`src/rtl/game_pkg.sv`:
```
// Shared playfield geometry, LFSR constants, FSM state codes and small helpers
// used by the reflex-game target path.
package game_pkg;

  localparam int H_RES  = 640;
  localparam int V_RES  = 480;
  localparam int HUD_H  = 64;
  localparam int RADIUS = 16;

  localparam logic [15:0] LFSR_MASK    = 16'hB400;
  localparam logic [15:0] DEFAULT_SEED = 16'hACE1;

  localparam logic [9:0] FALLBACK_X = 10'(H_RES / 2);
  localparam logic [9:0] FALLBACK_Y = 10'(V_RES / 2);

  localparam logic [6:0] SCORE_MAX = 7'd99;

  localparam logic [1:0] ST_IDLE   = 2'd0;
  localparam logic [1:0] ST_GEN    = 2'd1;
  localparam logic [1:0] ST_ACTIVE = 2'd2;

  // Galois step for x^16+x^14+x^13+x^11+1, shifting toward bit 0.
  function automatic logic [15:0] lfsr_next(input logic [15:0] q);
    return q[0] ? ((q >> 1) ^ LFSR_MASK) : (q >> 1);
  endfunction

  function automatic logic [10:0] abs_diff(input logic [9:0] a, input logic [9:0] b);
    return (a >= b) ? ({1'b0, a} - {1'b0, b}) : ({1'b0, b} - {1'b0, a});
  endfunction

  function automatic logic [6:0] sat_inc(input logic [6:0] c);
    return (c >= SCORE_MAX) ? c : c + 7'd1;
  endfunction

endpackage

```
`src/rtl/target_spawner_if.sv`:
```
// Control inputs and target outputs between the game controller and the spawner.
interface target_spawner_if;
  logic       start;
  logic       jump_start;
  logic       hit;
  logic [9:0] ballX;
  logic [9:0] ballY;
  logic       ball_valid;
  logic       miss;
  logic [6:0] spawn_count;
  logic [6:0] miss_count;

  modport master (
    output start, jump_start, hit,
    input  ballX, ballY, ball_valid, miss, spawn_count, miss_count
  );

  modport slave (
    input  start, jump_start, hit,
    output ballX, ballY, ball_valid, miss, spawn_count, miss_count
  );
endinterface

```
`src/rtl/lfsr16.sv`:
```
// Free-running 16-bit Galois LFSR; loads the seed on reset and steps every cycle.
module lfsr16
  import game_pkg::*;
(
  input  logic        clk,
  input  logic        rst,
  input  logic [15:0] seed,
  output logic [15:0] q
);

  logic [15:0] r_q;

  // NOTE: state updates use non-blocking (<=) so every flop samples pre-edge values.
  always_ff @(posedge clk) begin
    if (!rst) r_q <= seed;
    else      r_q <= lfsr_next(r_q);
  end

  assign q = r_q;

endmodule

```
`src/rtl/target_spawner.sv`:
```
// Places targets by rejection sampling LFSR candidates, then times them out or
// re-spawns on a hit while keeping saturating spawn/miss counts.
module target_spawner
  import game_pkg::*;
#(
  parameter int          CLK_HZ      = 100_000_000,
  parameter int          LIFETIME_MS = 1500,
  parameter int          MAX_TRIES   = 64,
  parameter logic [15:0] SEED        = DEFAULT_SEED
) (
  input logic             clk,
  input logic             rst,
  target_spawner_if.slave bus
);

  localparam int PRESCALE = CLK_HZ / 1000;
  localparam int PW = (PRESCALE > 1) ? $clog2(PRESCALE) : 1;
  localparam int LW = (LIFETIME_MS > 1) ? $clog2(LIFETIME_MS) : 1;
  localparam int TW = (MAX_TRIES > 1) ? $clog2(MAX_TRIES) : 1;

  localparam logic [PW-1:0] PRE_LAST  = PW'(PRESCALE - 1);
  localparam logic [LW-1:0] LIFE_LAST = LW'(LIFETIME_MS - 1);
  localparam logic [TW-1:0] TRY_LAST  = TW'(MAX_TRIES - 1);

  localparam logic [10:0] X_MIN   = 11'(RADIUS);
  localparam logic [10:0] X_MAX   = 11'(H_RES - 1 - RADIUS);
  localparam logic [10:0] Y_MIN   = 11'(HUD_H + RADIUS);
  localparam logic [10:0] Y_MAX   = 11'(V_RES - 1 - RADIUS);
  localparam logic [10:0] MIN_SEP = 11'(2 * RADIUS);

  logic [15:0]   w_lfsr;
  logic [9:0]    w_cand_x;
  logic [9:0]    w_cand_y;
  logic [10:0]   w_dx;
  logic [10:0]   w_dy;
  logic          w_in_bounds;
  logic          w_overlap;
  logic          w_accept;
  logic          w_tick;

  logic [1:0]    r_state;
  logic [9:0]    r_ball_x;
  logic [9:0]    r_ball_y;
  logic          r_miss;
  logic [6:0]    r_spawn_cnt;
  logic [6:0]    r_miss_cnt;
  logic [TW-1:0] r_tries;
  logic [PW-1:0] r_pre;
  logic [LW-1:0] r_life;

  lfsr16 u_lfsr (
    .clk  (clk),
    .rst  (rst),
    .seed (SEED),
    .q    (w_lfsr)
  );

  // Overlapping bit fields give two loosely correlated coordinates per step.
  assign w_cand_x = w_lfsr[9:0];
  assign w_cand_y = w_lfsr[15:6];
  assign w_dx     = abs_diff(w_cand_x, r_ball_x);
  assign w_dy     = abs_diff(w_cand_y, r_ball_y);

  assign w_in_bounds = ({1'b0, w_cand_x} >= X_MIN) && ({1'b0, w_cand_x} <= X_MAX) &&
                       ({1'b0, w_cand_y} >= Y_MIN) && ({1'b0, w_cand_y} <= Y_MAX);
  assign w_overlap   = (w_dx < MIN_SEP) && (w_dy < MIN_SEP);
  assign w_accept    = w_in_bounds && !w_overlap;
  assign w_tick      = (r_pre == PRE_LAST);

  always_ff @(posedge clk) begin
    if (!rst) begin
      r_state     <= ST_IDLE;
      r_ball_x    <= FALLBACK_X;
      r_ball_y    <= FALLBACK_Y;
      r_miss      <= 1'b0;
      r_spawn_cnt <= '0;
      r_miss_cnt  <= '0;
      r_tries     <= '0;
      r_pre       <= '0;
      r_life      <= '0;
    end else begin
      r_miss <= 1'b0;
      // A new game overrides everything, including a low start this cycle.
      if (bus.jump_start) begin
        r_state     <= ST_GEN;
        r_spawn_cnt <= '0;
        r_miss_cnt  <= '0;
        r_tries     <= '0;
      end else if (!bus.start) begin
        r_state <= ST_IDLE;
      end else begin
        case (r_state)
          ST_GEN: begin
            if (w_accept || (r_tries == TRY_LAST)) begin
              r_ball_x    <= w_accept ? w_cand_x : FALLBACK_X;
              r_ball_y    <= w_accept ? w_cand_y : FALLBACK_Y;
              r_tries     <= '0;
              r_spawn_cnt <= sat_inc(r_spawn_cnt);
              r_pre       <= '0;
              r_life      <= '0;
              r_state     <= ST_ACTIVE;
            end else begin
              r_tries <= r_tries + 1'b1;
            end
          end
          ST_ACTIVE: begin
            r_pre <= w_tick ? '0 : r_pre + 1'b1;
            if (bus.hit) begin
              r_state <= ST_GEN;
            end else if (w_tick) begin
              if (r_life == LIFE_LAST) begin
                r_miss     <= 1'b1;
                r_miss_cnt <= sat_inc(r_miss_cnt);
                r_state    <= ST_GEN;
              end else begin
                r_life <= r_life + 1'b1;
              end
            end
          end
          default: r_state <= ST_IDLE;
        endcase
      end
    end
  end

  assign bus.ballX       = r_ball_x;
  assign bus.ballY       = r_ball_y;
  assign bus.ball_valid  = (r_state == ST_ACTIVE);
  assign bus.miss        = r_miss;
  assign bus.spawn_count = r_spawn_cnt;
  assign bus.miss_count  = r_miss_cnt;

endmodule

```
`src/flat_wrapper.sv`:
```
// flat-port wrapper written by rule: the top's interface ports become plain ports
module target_spawner_flat import game_pkg::*;
#(
  parameter int          CLK_HZ      = 100_000_000,
  parameter int          LIFETIME_MS = 1500,
  parameter int          MAX_TRIES   = 64,
  parameter logic [15:0] SEED        = DEFAULT_SEED
)
  (clk, rst, bus_start, bus_jump_start, bus_hit, bus_ballX, bus_ballY, bus_ball_valid, bus_miss, bus_spawn_count, bus_miss_count);
  target_spawner_if bus_i ();
  input logic clk;
  input logic rst;
  input wire logic [$bits(bus_i.start)-1:0] bus_start;
  input wire logic [$bits(bus_i.jump_start)-1:0] bus_jump_start;
  input wire logic [$bits(bus_i.hit)-1:0] bus_hit;
  output wire logic [$bits(bus_i.ballX)-1:0] bus_ballX;
  output wire logic [$bits(bus_i.ballY)-1:0] bus_ballY;
  output wire logic [$bits(bus_i.ball_valid)-1:0] bus_ball_valid;
  output wire logic [$bits(bus_i.miss)-1:0] bus_miss;
  output wire logic [$bits(bus_i.spawn_count)-1:0] bus_spawn_count;
  output wire logic [$bits(bus_i.miss_count)-1:0] bus_miss_count;
  assign bus_i.start = bus_start;
  assign bus_i.jump_start = bus_jump_start;
  assign bus_i.hit = bus_hit;
  assign bus_ballX = bus_i.ballX;
  assign bus_ballY = bus_i.ballY;
  assign bus_ball_valid = bus_i.ball_valid;
  assign bus_miss = bus_i.miss;
  assign bus_spawn_count = bus_i.spawn_count;
  assign bus_miss_count = bus_i.miss_count;
  target_spawner #(.CLK_HZ(CLK_HZ), .LIFETIME_MS(LIFETIME_MS), .MAX_TRIES(MAX_TRIES), .SEED(SEED)) u_core (.clk(clk), .rst(rst), .bus(bus_i));
endmodule
```
`config.mk`:
```
export PLATFORM = sky130hd
export DESIGN_NAME = target_spawner_flat
export DESIGN_NICKNAME = d
export VERILOG_FILES = /design/src/rtl/game_pkg.sv /design/src/rtl/target_spawner_if.sv /design/src/rtl/lfsr16.sv /design/src/rtl/target_spawner.sv /design/src/flat_wrapper.sv
export SDC_FILE = /design/constraint.sdc
export NUM_CORES = 1
export LEC_CHECK = 0
export ABC_AREA = 0
export BUFFER_PORTS_ARGS = -buffer_cell sky130_fd_sc_hd__buf_2
export CAP_MARGIN = 20
export CORE_MARGIN = 2
export CORE_UTILIZATION = 30
export CTS_CLUSTER_DIAMETER = 30
export DETAILED_ROUTE_END_ITERATION = 6
export GPL_TIMING_DRIVEN = 1
export PLACE_DENSITY_LB_ADDON = 0.1
export SYNTH_ARGS = -nofsm -noshare
export SYNTH_HDL_FRONTEND = slang
export SYNTH_SLANG_ARGS = --single-unit
```
`constraint.sdc`:
```
create_clock -name clk -period 2.95 [get_ports clk]
set_clock_uncertainty 0.15 [all_clocks]
set_input_delay 0.1475 -clock clk [delete_from_list [all_inputs] [get_ports clk]]
set_output_delay 0.1475 -clock clk [all_outputs]
set_load 0.02 [all_outputs]
```
# Yosys cells after proc, flatten, opt, wreduce, memory -nomap -nowiden
# Index checks and enable logic that the tools add are counted.
# word_totals
regBits	87
in_bits	5
out_inout_bits	36
# op_classes
add_sub_neg	9
magnitude_cmp	10
eq_ne	14
mux	22
bitwise	9
n_reduce_logical	19
# ops
operator	n
two-way mux 11 bit	6
subtractor 10 x 10 -> 11 bit	4
two-way mux 17 bit	2
one-hot mux 17 bit (2 select lines)	1
< comparator 11 x 6 -> 1 bit (second input constant)	2
one-hot mux 11 bit (2 select lines)	1
>= comparator 10 bit	2
two-way mux 10 bit	2
adder 17 x 1 -> 17 bit (second input constant)	1
== test 17 bit (second input constant)	1
two-way mux 16 bit	1
adder 7 x 1 -> 7 bit (second input constant)	2
>= comparator 7 bit (second input constant)	2
AND reduction 4 bit	3
adder 11 x 1 -> 11 bit (second input constant)	1
== test 11 bit (second input constant)	1
>= comparator 10 x 5 -> 1 bit (second input constant)	1
>= comparator 10 x 7 -> 1 bit (second input constant)	1
less-or-equal comparator 10 bit (second input constant)	1
less-or-equal comparator 10 x 9 -> 1 bit (second input constant)	1
!= test 5 x 4 -> 1 bit (second input constant)	2
two-way mux 2 bit	4
inverter 1 bit	8
AND reduction 7 bit	1
other kinds (22)	32

# Depth between registers and ports, before layout
# Gate-level depths: netlist of run 1.
# logic_depth
ltp_word	11
mapped_depth	15
mapped_depth_nobuf	13

# Cells and area by module
# A second synthesis of run 1 with hierarchy kept.
# unflattened
hier_cells	656
area_unflattened_um2	5436.5
# modules_own_cells
mod	instances	cells_each	area_each_um2	seq_area_each_um2
target_spawner	1	616	4870.9	1381.3
lfsr16	1	40	565.5	320.3

# Worst setup path after synthesis of run 1
# Ideal clock, no wire load.
# synth_timing
kind	reg-to-reg
start	register u_core.r_ball_y[3] (netlist: u_core.bus.ballY[3])
end	register u_core.r_life[9]
setup_time_ns	0.075
t_arrival_ns	3.192
t_required_ns	2.725
path_slack_ns	-0.467
stages_incl_launch_ff	15
path_cell_list	dfxtp_1 > inv_1 > ha_1 > buf_2 > and2_1 > o21a_1 > o311ai_1 > mux2i_1 > a21oi_1 > nand4_1 > o21a_1 > o31ai_4 > or2_4 > or4_1 > o22ai_1
# synth_via
elab_chain_cells	9
word_cells_on_any_way	11
# synth_lines
item	line_no	text
start: declaration	target_spawner.sv:43	logic [9:0] r_ball_y;
start signal: assignment	target_spawner.sv:96	r_ball_y <= w_accept ? w_cand_y : FALLBACK_Y;
subtractor 10 x 10 -> 11 bit / >= comparator 10 bit (equally long branches)	game_pkg.sv:28	return (a >= b) ? ({1'b0, a} - {1'b0, b}) : ({1'b0, b} - {1'b0, a});
two-way mux 11 bit (*)	game_pkg.sv:28	
< comparator 11 x 6 -> 1 bit (*)	target_spawner.sv:66	assign w_overlap = (w_dx < MIN_SEP) && (w_dy < MIN_SEP);
logical AND 1 bit (*)	target_spawner.sv:66	
logical NOT 1 bit (*)	target_spawner.sv:67	assign w_accept = w_in_bounds && !w_overlap;
logical AND 1 bit (*)	target_spawner.sv:67	
logical OR 1 bit (*)	target_spawner.sv:94	if (w_accept || (r_tries == TRY_LAST)) begin
!= test 2 x 1 -> 1 bit (no line) (*)	n/a	
AND reduction 7 bit (no line) (*)	n/a	
end signal: assignment	target_spawner.sv:116	r_life <= r_life + 1'b1;
end: declaration	target_spawner.sv:49	logic [LW-1:0] r_life;
# Mark *: on every way between the ends. The rest lies on a longest branch, timed or not.
# A chain may end at the register's enable or synchronous reset.

# Worst setup path after layout of run 1
# layout_timing
start	register u_core.r_ball_y[9] (netlist: u_core.bus.ballY[9])
end	register u_core.r_life[9]
# Same word-level chain as after synthesis.

==> results of run 1 <==
==> worst max-delay path: stages, from the launching register on <==
cell and delay (ns):
sky130_fd_sc_hd__dfxtp_2 0.32, sky130_fd_sc_hd__inv_1 0.12, sky130_fd_sc_hd__ha_4 0.23, sky130_fd_sc_hd__and3_4 0.19, sky130_fd_sc_hd__a211oi_4 0.38, sky130_fd_sc_hd__a221oi_2 0.10
sky130_fd_sc_hd__a2111o_1 0.40, sky130_fd_sc_hd__a21boi_4 0.15, sky130_fd_sc_hd__nand4b_4 0.13, sky130_fd_sc_hd__o31ai_4 0.08, sky130_fd_sc_hd__or2_4 0.28, sky130_fd_sc_hd__or4_4 0.42
sky130_fd_sc_hd__o22ai_2 0.17
==> state kept, by name, summed over array words and instances, names as in the netlist <==
| name | count |
|---|---|
| u_core.bus.ballY | 10 |
| u_core.r_pre | 17 |
| u_core.bus.miss_count | 7 |
| u_core.bus.miss | 1 |
| u_core.u_lfsr.q | 16 |
| u_core.bus.spawn_count | 7 |
| u_core.bus.ballX | 8 |
| u_core.r_life | 11 |
| u_core.r_tries | 6 |
| u_core.r_state | 2 |
==> layer usage <==
layer	routed length [um]	part of all wire (%)	global-route usage, %
met1	7360	47	22.3
met4	233	1.5	5.50
met5	0	0	0
met2	7820	50	31.0
met3	375	2.4	2.39
==> cell families after synthesis <==
logic type / after synthesis
fa+ha+maj: 43
simple gates: 250
buf+inv: 74
mux: 5
flops: 85
compound gates: 167
xor+xnor: 23
==> path summary, 6_finish.rpt <==
check,end,start,cells after the start,slack (ns)
min,u_core.u_lfsr.q[0],rst,2,0.02
max,u_core.r_life[9],u_core.bus.ballY[9],12,-0.24
max reg2reg,u_core.r_life[9],u_core.bus.ballY[9],12,-0.24
min reg2reg,u_core.r_pre[1],u_core.r_pre[1],2,0.32
==> placed cells by master (no fill, tap or decap), types with 6 or more instances in the layout <==
cell type	count
sky130_fd_sc_hd__and3_1	7
sky130_fd_sc_hd__ha_4	16
sky130_fd_sc_hd__nand3_1	23
sky130_fd_sc_hd__clkbuf_16	11
sky130_fd_sc_hd__nor2_1	63
sky130_fd_sc_hd__a31oi_1	8
sky130_fd_sc_hd__nand2b_1	6
sky130_fd_sc_hd__ha_1	26
sky130_fd_sc_hd__buf_6	13
sky130_fd_sc_hd__dfxtp_4	12
sky130_fd_sc_hd__o21ai_1	11
sky130_fd_sc_hd__o22ai_1	7
sky130_fd_sc_hd__inv_2	10
sky130_fd_sc_hd__nor3_1	11
sky130_fd_sc_hd__buf_4	111
sky130_fd_sc_hd__dfxtp_1	61
sky130_fd_sc_hd__a21oi_1	33
sky130_fd_sc_hd__inv_1	36
sky130_fd_sc_hd__dfxtp_2	12
sky130_fd_sc_hd__or3_1	8
sky130_fd_sc_hd__xor2_1	8
sky130_fd_sc_hd__nand2_1	57
sky130_fd_sc_hd__o211ai_1	6
sky130_fd_sc_hd__o22ai_2	13
sky130_fd_sc_hd__buf_2	40
sky130_fd_sc_hd__o21ai_0	13
sky130_fd_sc_hd__a21oi_2	8
sky130_fd_sc_hd__xnor2_1	15
==> what timing repair did <==
action                                 in CTS  in global routing
endpoints found under the hold margin       1                  0
pin swaps                                  25                 42
setup endpoints to repair                  61                 61
gates cloned                                0                  1
gates resized for setup                    48                 74
hold buffers                                2                  0
setup buffers                               7                  5
==> layout make-up <==
class	count	area share [%]
Clock buffer	12	3.32
Clock inverter	4	0.386
Inverter	50	2.48
Multi-Input combinational cell	488	51.3
Sequential cell	85	22.7
Tap cell	225	3.62
Timing Repair Buffer	169	16.3
==> power by group <==
group | switching, W | leakage [nW] | internal, W | total [W]
clock network | 0.000505 | 0.135 | 0.000627 | 0.00113
registers | 0.0000196 | 0.696 | 0.00116 | 0.00118
logic | 0.000301 | 2.26 | 0.000288 | 0.000588
total | 0.000825 | 3.09 | 0.00207 | 0.00290
==> stage by stage <==
step | TNS, ns | worst slack (ns) | util [%] | cell area [um^2] | total power (W)
floorplan | -3.54 | -0.160 | - | 5610 | 0.00151
global placement | -12.92 | -0.387 | 39.9 | 6810 | 0.00169
detailed placement | -15.69 | -0.484 | 39.9 | 6810 | 0.00169
CTS | -8.74 | -0.235 | 43.2 | 7380 | 0.00289
global route | -17.46 | -0.351 | 45.6 | 7770 | 0.00305
finish | -10.48 | -0.237 | 45.6 | 7770 | 0.00290
==> out/qor_table.md, run 1 <==
| Group | Result | This run |
|---|---|---|
| run status | Result of the run | finished, violations left |
| run status | Failing checks | negative setup slack |
| min path | Path type of the worst min-delay path | in2reg |
| logic synthesis | Mapped Nets | 695 |
| critical path | Kind of capture point of the worst setup path | register |
| global routing | Maximum number of pins on one net before global-route repair | 20 |
| routing | Starting DRT DRC Count | 225 |
| sta | Minimum setup slack in the final design | -0.237 ns |
| power | Static Leakage | 3.09 nW |
| finish | Area added between synthesis and finish | 50.4% |
| routing | Number of remaining DRC errors | 0 |
| routing | First-pass detailed-route iteration total | 4 |
| logic synthesis | Synthesis-stage register bit count | 85 |
| power | Maximum vdd ir drop | 0.000280 V |
| sta | Final max-slew violation count | 0 |
| finish | Area used by multi-input combinational logic | 0.00399 mm^2 |
| floorplanning | Core Footprint | 0.0171 mm^2 |
| logic synthesis | Count of cell types in the netlist | 83 |
| routing | Remaining antenna violation count | 0 |
| clock tree | CTS tree | yes |
| finish | Antenna diode count | 0 |
| routing | Vias per cell | 5.02 |
| floorplanning | Die W | 135 um |
| floorplanning | Starting utilization of the core area | 30.3% |
| critical path | Endpoint arrival time on the critical path | 3.32 ns |
| logic synthesis | Number of synthesized flops with an enable pin | 0 |
| critical path | Worst Setup Start Kind | register |
| sta | Worst Tran Pin Value | 0.519 ns |
| sta | Slew Limit Headroom | 65.3% |
| logic synthesis | Library cell occupying the most area in the post-synthesis netlist | sky130_fd_sc_hd__dfxtp_1 |
| sta | Hold Fails Final Rpt | 0 |
| global routing | Grt total ovfl | 0 |
| logic synthesis | Adder and majority gate portion of the synthesized area | 10.4% |
| sta | Worst-case hold slack | 0.0205 ns |
| clock tree | Number of H-tree levels | 3 |
| logic synthesis | Multiplexer share of the synthesized area | 0.968% |
| critical path | Startpoint-to-endpoint class of the critical path | reg2reg |
| finish | Fraction of layout cells with a size suffix above 1 | 41.7% |
| logic synthesis | Synthesized instance count | 647 |
| sta | Fin crit period | 3.19 ns |
| clock tree | Clock buffer count from CTS | 9 |
| clock tree | Clk slew on worst S/H paths | 0.07 ns |
| floorplanning | Row cnt | 48 |
| critical path | Largest fanout of any net on the critical path | 7 |
| power | Power density over cell area | 373 mW/mm^2 |
| sta | RSZ-0062 raised after global routing | true |
| clock tree | Skew-Pair Late Insertion Delay | 0.35 ns |
| routing | Mean routed wirelength per cell | 15.3 um |
| global routing | Total track usage | 17.6% |
| floorplanning | Height of the die | 135 um |
| logic synthesis | Prevailing post-synth register cell | sky130_fd_sc_hd__dfxtp_1 |
| routing | Number of vias after detailed routing | 5,183 |
| global routing | Vias in the first global route | 5,298 |
| logic synthesis | Post-synth design cell area | 0.00517 mm^2 |
| sta | Final setup vio count | 60 |
| floorplanning | Ports placed on the boundary | 41 |
| logic synthesis | Compound-gate portion of the synthesized area | 21.9% |
| clock tree | Cell at the root of the clock tree | sky130_fd_sc_hd__clkbuf_16 |
| finish | Fill cell total of the finished layout | 1,710 |
| logic synthesis | Area share of xor/xnor cells in the synthesized design | 3.90% |
| placed design | Half-perimeter wire length after detailed placement | 11,400 um |
| finish | Final Net Count | 851 |
| finish | Non-filler instance count after layout | 1,033 |
| placed design | Final Wtd Congestion | 0.838 |
| sta | Final clock period utilization by the worst path | 108% |
| floorplanning | Total Die Area | 0.0183 mm^2 |
| clock tree | CTS sink count | 85 |
| logic synthesis | Most frequent cells after synthesis | sky130_fd_sc_hd__dfxtp_1, sky130_fd_sc_hd__nor2_1, sky130_fd_sc_hd__nand2_1, sky130_fd_sc_hd__inv_1, sky130_fd_sc_hd__ha_1 |
| logic synthesis | Post-synthesis share of cell area spent on and, or, nand and nor gates | 24.1% |
| sta | Upper clock frequency limit | 0.314 GHz |
| clock tree | CTS Buffer Depth | 2 |
| global routing | Number of antenna violations at the first check in global routing | 0 |
| placed design | I/O Buffers | 40 |
| global routing | Wire length of the first global-routing pass | 25,800 um |
| logic synthesis | Sequential share of the synthesized area | 32.9% |
| critical path | Worst path required time | 3.08 ns |
| routing | DRT Wirelength | 15,800 um |
| placed design | Number of cells after detailed placement | 1,003 |
| logic synthesis | Synth top area cells | sky130_fd_sc_hd__dfxtp_1, sky130_fd_sc_hd__ha_1, sky130_fd_sc_hd__nor2_1, sky130_fd_sc_hd__nand2_1, sky130_fd_sc_hd__a21oi_1 |
| logic synthesis | Yosys Warn Count | 0 |
| logic synthesis | Dominant combinational cell family by area after synthesis | simple AND/OR/NAND/NOR gates |
| logic synthesis | Share of flip-flops with an asynchronous set or reset after synthesis | 0% |
| logic synthesis | Synthesized area divided by synthesized cell count | 7.99 um^2 |
| finish | Flip-flop and latch area | 0.00176 mm^2 |
| job | Number of maximum-capacitance constraint violations | 0 |
| logic synthesis | Most frequent cell after synthesis | sky130_fd_sc_hd__dfxtp_1 |
| logic synthesis | Area share of the largest cell type after synthesis | 32.9% |
No activity file was read; power rests on OpenSTA's default activity.
==> inputs of run 2 (changes only) <==
--- a/config.mk
+++ b/config.mk
@@ -16,2 +16,3 @@
 export PLACE_DENSITY_LB_ADDON = 0.1
+export SETUP_SLACK_MARGIN = 0.2
 export SYNTH_ARGS = -nofsm -noshare
@@ -19 +20,2 @@
 export SYNTH_SLANG_ARGS = --single-unit
+export TNS_END_PERCENT = 100
--- a/constraint.sdc
+++ b/constraint.sdc
@@ -4,2 +4,2 @@
 set_output_delay 0.1475 -clock clk [all_outputs]
-set_load 0.02 [all_outputs]
+set_load 0.05 [all_outputs]
==> run 2 against run 1 <==
Compared with the run above: the run still ends with negative setup slack left; worst setup slack got worse by 0.13 ns; fmax down 3.9%; non-clock buffer count is 32 higher; sequential cell count stayed put; cell count increased by 3.1%; critical path depth is 4 higher; sequential share of layout area is 0.80 points lower; largest cell class unchanged; largest power group unchanged.
==> out/qor_table.md, run 2 (same netlist as run 1, synthesis figures left out) <==
| Group | Result | This run | Delta |
|---|---|---|---|
| run status | Result of the run | finished, violations left | unchanged |
| run status | Failing checks | negative setup slack | unchanged |
| sta | Slew Limit Headroom | 64.7% | was 65.3% |
| floorplanning | Row cnt | 48 | unchanged |
| global routing | Vias in the first global route | 5,093 | was 5,298 |
| sta | Final setup vio count | 61 | was 60 |
| floorplanning | Die W | 135 um | unchanged |
| clock tree | Number of H-tree levels | 3 | unchanged |
| power | Power density over cell area | 366 mW/mm^2 | was 373 mW/mm^2 |
| finish | Most frequent standard cell in the layout excluding fill and tap cells | sky130_fd_sc_hd__buf_4 | unchanged |
| sta | RSZ-0062 raised after global routing | true | unchanged |
| routing | Mean routed wirelength per cell | 15.0 um | was 15.3 um |
| finish | Most flops, register | u_core.r_pre | unchanged |
| power | Static Leakage | 3.27 nW | was 3.09 nW |
| sta | Fin crit period | 3.32 ns | was 3.19 ns |
| global routing | Maximum number of pins on one net before global-route repair | 32 | was 20 |
| critical path | Kind of capture point of the worst setup path | register | unchanged |
| global routing | Wire length of the first global-routing pass | 25,400 um | was 25,800 um |
| clock tree | Clock buffer count from CTS | 9 | unchanged |
| finish | Final Net Count | 883 | was 851 |
| finish | Most frequent cells in the layout | sky130_fd_sc_hd__buf_4, sky130_fd_sc_hd__nor2_1, sky130_fd_sc_hd__dfxtp_1 | unchanged |
| critical path | Cell with the biggest individual delay on the critical path | sky130_fd_sc_hd__dfxtp_4 | was sky130_fd_sc_hd__or4_4 |
| sta | Worst-case hold slack | 0.0183 ns | was 0.0205 ns |
| placed design | I/O Buffers | 40 | unchanged |
| finish | Non-filler instance count after layout | 1,065 | was 1,033 |
| clock tree | CTS sink count | 85 | unchanged |
| floorplanning | Height of the die | 135 um | unchanged |
| critical path | Worst path required time | 3.08 ns | about the same |
| finish | Area added between synthesis and finish | 56.7% | was 50.4% |
| routing | Vias per cell | 4.96 | was 5.02 |
| floorplanning | Core Footprint | 0.0171 mm^2 | unchanged |
| critical path | Startpoint of the lowest-slack register-to-register path | u_core.bus.ballY[1] | was u_core.bus.ballY[9] |
| routing | Number of vias after detailed routing | 5,280 | was 5,183 |
| global routing | Grt total ovfl | 0 | unchanged |
| clock tree | CTS Buffer Depth | 2 | unchanged |
| floorplanning | Total Die Area | 0.0183 mm^2 | unchanged |
| critical path | Family with the most delay on the worst path | compound AO/OA/AOI/OAI gates | unchanged |
| floorplanning | Starting utilization of the core area | 30.3% | unchanged |
| min path | Worst hold path startpoint | bus_hit | was rst |
| critical path | End of the worst register-to-register path | u_core.bus.ballX[4] | was u_core.r_life[9] |
| critical path | Worst Setup Start Kind | register | unchanged |
| sta | Hold Fails Final Rpt | 0 | unchanged |
| critical path | Chain of cells forming the critical path | inv_4 > ha_4 > nand2b_4 > a21oi_4 > o211ai_4 > buf_6 > a221o_1 > o21a_1 > a21boi_4 > nand4b_4 > buf_6 > o21ai_4 > a211o_1 > nand2_2 > clkbuf_16 > o22ai_2 | was inv_1 > ha_4 > and3_4 > a211oi_4 > a221oi_2 > a2111o_1 > a21boi_4 > nand4b_4 > o31ai_4 > or2_4 > or4_4 > o22ai_2 |
| min path | Path type of the worst min-delay path | in2reg | unchanged |
| finish | Fraction of layout cells with a size suffix above 1 | 44.4% | was 41.7% |
| finish | Number of flip-flops under the largest register name | 17 | unchanged |
| routing | Number of remaining DRC errors | 0 | unchanged |
| clock tree | CTS tree | yes | unchanged |
| sta | Worst Tran Pin Value | 0.526 ns | was 0.519 ns |
| sta | Final clock period utilization by the worst path | 112% | was 108% |
| clock tree | Clk slew on worst S/H paths | 0.07 ns | about the same |
| global routing | Total track usage | 17.4% | was 17.6% |
| critical path | Largest fanout of any net on the critical path | 6 | was 7 |
| routing | First-pass detailed-route iteration total | 4 | unchanged |
| placed design | Pre-CTS worst setup slack | -0.597 ns | was -0.484 ns |
| critical path | Most common cell on crit path | sky130_fd_sc_hd__buf_6 |  |
| routing | Starting DRT DRC Count | 269 | was 225 |
| floorplanning | Ports placed on the boundary | 41 | unchanged |
| power | Maximum vdd ir drop | 0.000269 V | was 0.000280 V |
| critical path | Count of buffering cells on the critical path with inverters included | 4 | was 1 |
| min path | Capture endpoint of the worst hold path | u_core.bus.miss | was u_core.u_lfsr.q[0] |
| critical path | Longest individual stage delay on the worst path | 0.36 ns | was 0.42 ns |
| sta | Upper clock frequency limit | 0.302 GHz | was 0.314 GHz |
| finish | Antenna diode count | 0 | unchanged |
| placed design | Final Wtd Congestion | 0.838 | about the same |
| sta | Minimum setup slack in the final design | -0.366 ns | was -0.237 ns |
| routing | DRT Wirelength | 16,000 um | was 15,800 um |
| min path | Hold Path Depth | 3 | was 2 |
| placed design | Half-perimeter wire length after detailed placement | 11,500 um | was 11,400 um |
| routing | Remaining antenna violation count | 0 | unchanged |
| placed design | Number of cells after detailed placement | 1,018 | was 1,003 |
| finish | End-of-flow core utilization | 47.5% | was 45.6% |
| global routing | Number of antenna violations at the first check in global routing | 0 | unchanged |
| critical path | Flop-to-flop setup slack | -0.37 ns | was -0.24 ns |
| critical path | Endpoint arrival time on the critical path | 3.44 ns | was 3.32 ns |
| sta | Final max-slew violation count | 0 | unchanged |
| clock tree | Cell at the root of the clock tree | sky130_fd_sc_hd__clkbuf_16 | unchanged |
| job | Number of maximum-capacitance constraint violations | 0 | unchanged |
| critical path | R2r worst-path depth | 16 | was 12 |
| clock tree | Skew-Pair Late Insertion Delay | 0.35 ns | about the same |
| critical path | Startpoint-to-endpoint class of the critical path | reg2reg | unchanged |
## run 2: changes by cell type in the layout (fill, tap and decap cells not counted), sizes merged
cell / delta
clkbuf: -2
clkinv: +2
buf: +32
clkinvlp: -1
inv: +1
## run 2: how the worst max path moves through the flow
| stage | slack, ns | endpoint | cells after the start | startpoint |
|---|---|---|---|---|
| 6_report | -0.37 | u_core.bus.ballX[4] | 16 | u_core.bus.ballY[1] |
| 2_1_floorplan | -0.22 | u_core.r_life[2] | 13 | u_core.bus.ballY[3] |
| 4_1_cts | -0.37 | u_core.r_life[10] | 14 | u_core.bus.ballY[3] |
| 3_3_place_gp | -0.62 | u_core.r_life[3] | 14 | u_core.bus.ballX[6] |
| 3_5_place_dp | -0.60 | u_core.r_life[9] | 14 | u_core.bus.ballX[6] |
| 5_1_grt | -0.50 | u_core.r_life[3] | 14 | u_core.bus.ballX[1] |
## run 2: worst register-to-register path: stages, from the launching register on
cell and delay (ns):
sky130_fd_sc_hd__dfxtp_4 0.36, sky130_fd_sc_hd__inv_4 0.04, sky130_fd_sc_hd__ha_4 0.30, sky130_fd_sc_hd__nand2b_4 0.06, sky130_fd_sc_hd__a21oi_4 0.22, sky130_fd_sc_hd__o211ai_4 0.14
sky130_fd_sc_hd__buf_6 0.14, sky130_fd_sc_hd__a221o_1 0.33, sky130_fd_sc_hd__o21a_1 0.14, sky130_fd_sc_hd__a21boi_4 0.20, sky130_fd_sc_hd__nand4b_4 0.17, sky130_fd_sc_hd__buf_6 0.15
sky130_fd_sc_hd__o21ai_4 0.18, sky130_fd_sc_hd__a211o_1 0.20, sky130_fd_sc_hd__nand2_2 0.11, sky130_fd_sc_hd__clkbuf_16 0.21, sky130_fd_sc_hd__o22ai_2 0.14
## run 2: power breakdown
group	internal, W	switching (W)
registers	0.00115	0.0000203
clock network	0.000634	0.000521
logic	0.000318	0.000321
total	0.00211	0.000862
## run 2: stage by stage
stage / power, W / cell area (um^2) / TNS, ns
2_1_floorplan: 0.00150 / 5540 / -7.36
5_1_grt: 0.00311 / 8110 / -25.13
3_5_place_dp: 0.00170 / 6850 / -25.69
4_1_cts: 0.00294 / 7560 / -14.90
6_report: 0.00297 / 8110 / -16.37
3_3_place_gp: 0.00170 / 6850 / -27.58
## run 2: timing repair
action | 4_1_cts | 5_1_grt
gates cloned | 0 | 1
pin swaps | 39 | 43
resized for setup | 51 | 95
hold buffers | 2 | 0
endpoints found under the hold margin | 1 | 0
setup endpoints to repair | 61 | 61
setup buffers | 17 | 11
## run 2: metal layers
layer / GRT usage, % / vias up / part of all wire [%]
met4: 5.67 / 0 / 1.3
met1: 21.9 / 2532 / 46
met2: 30.8 / 44 / 51
li1: - / 2693 / -
met5: 0 / - / 0
met3: 2.28 / 11 / 1.5
## run 2: cell type report
class                           count  area (um^2)
Multi-Input combinational cell    488         4010
Clock inverter                      6         51.3
Fill cell                        1668         8950
Sequential cell                    85         1770
Clock buffer                       10          250
Inverter                           50          203
Tap cell                          225          282
Timing Repair Buffer              201         1540
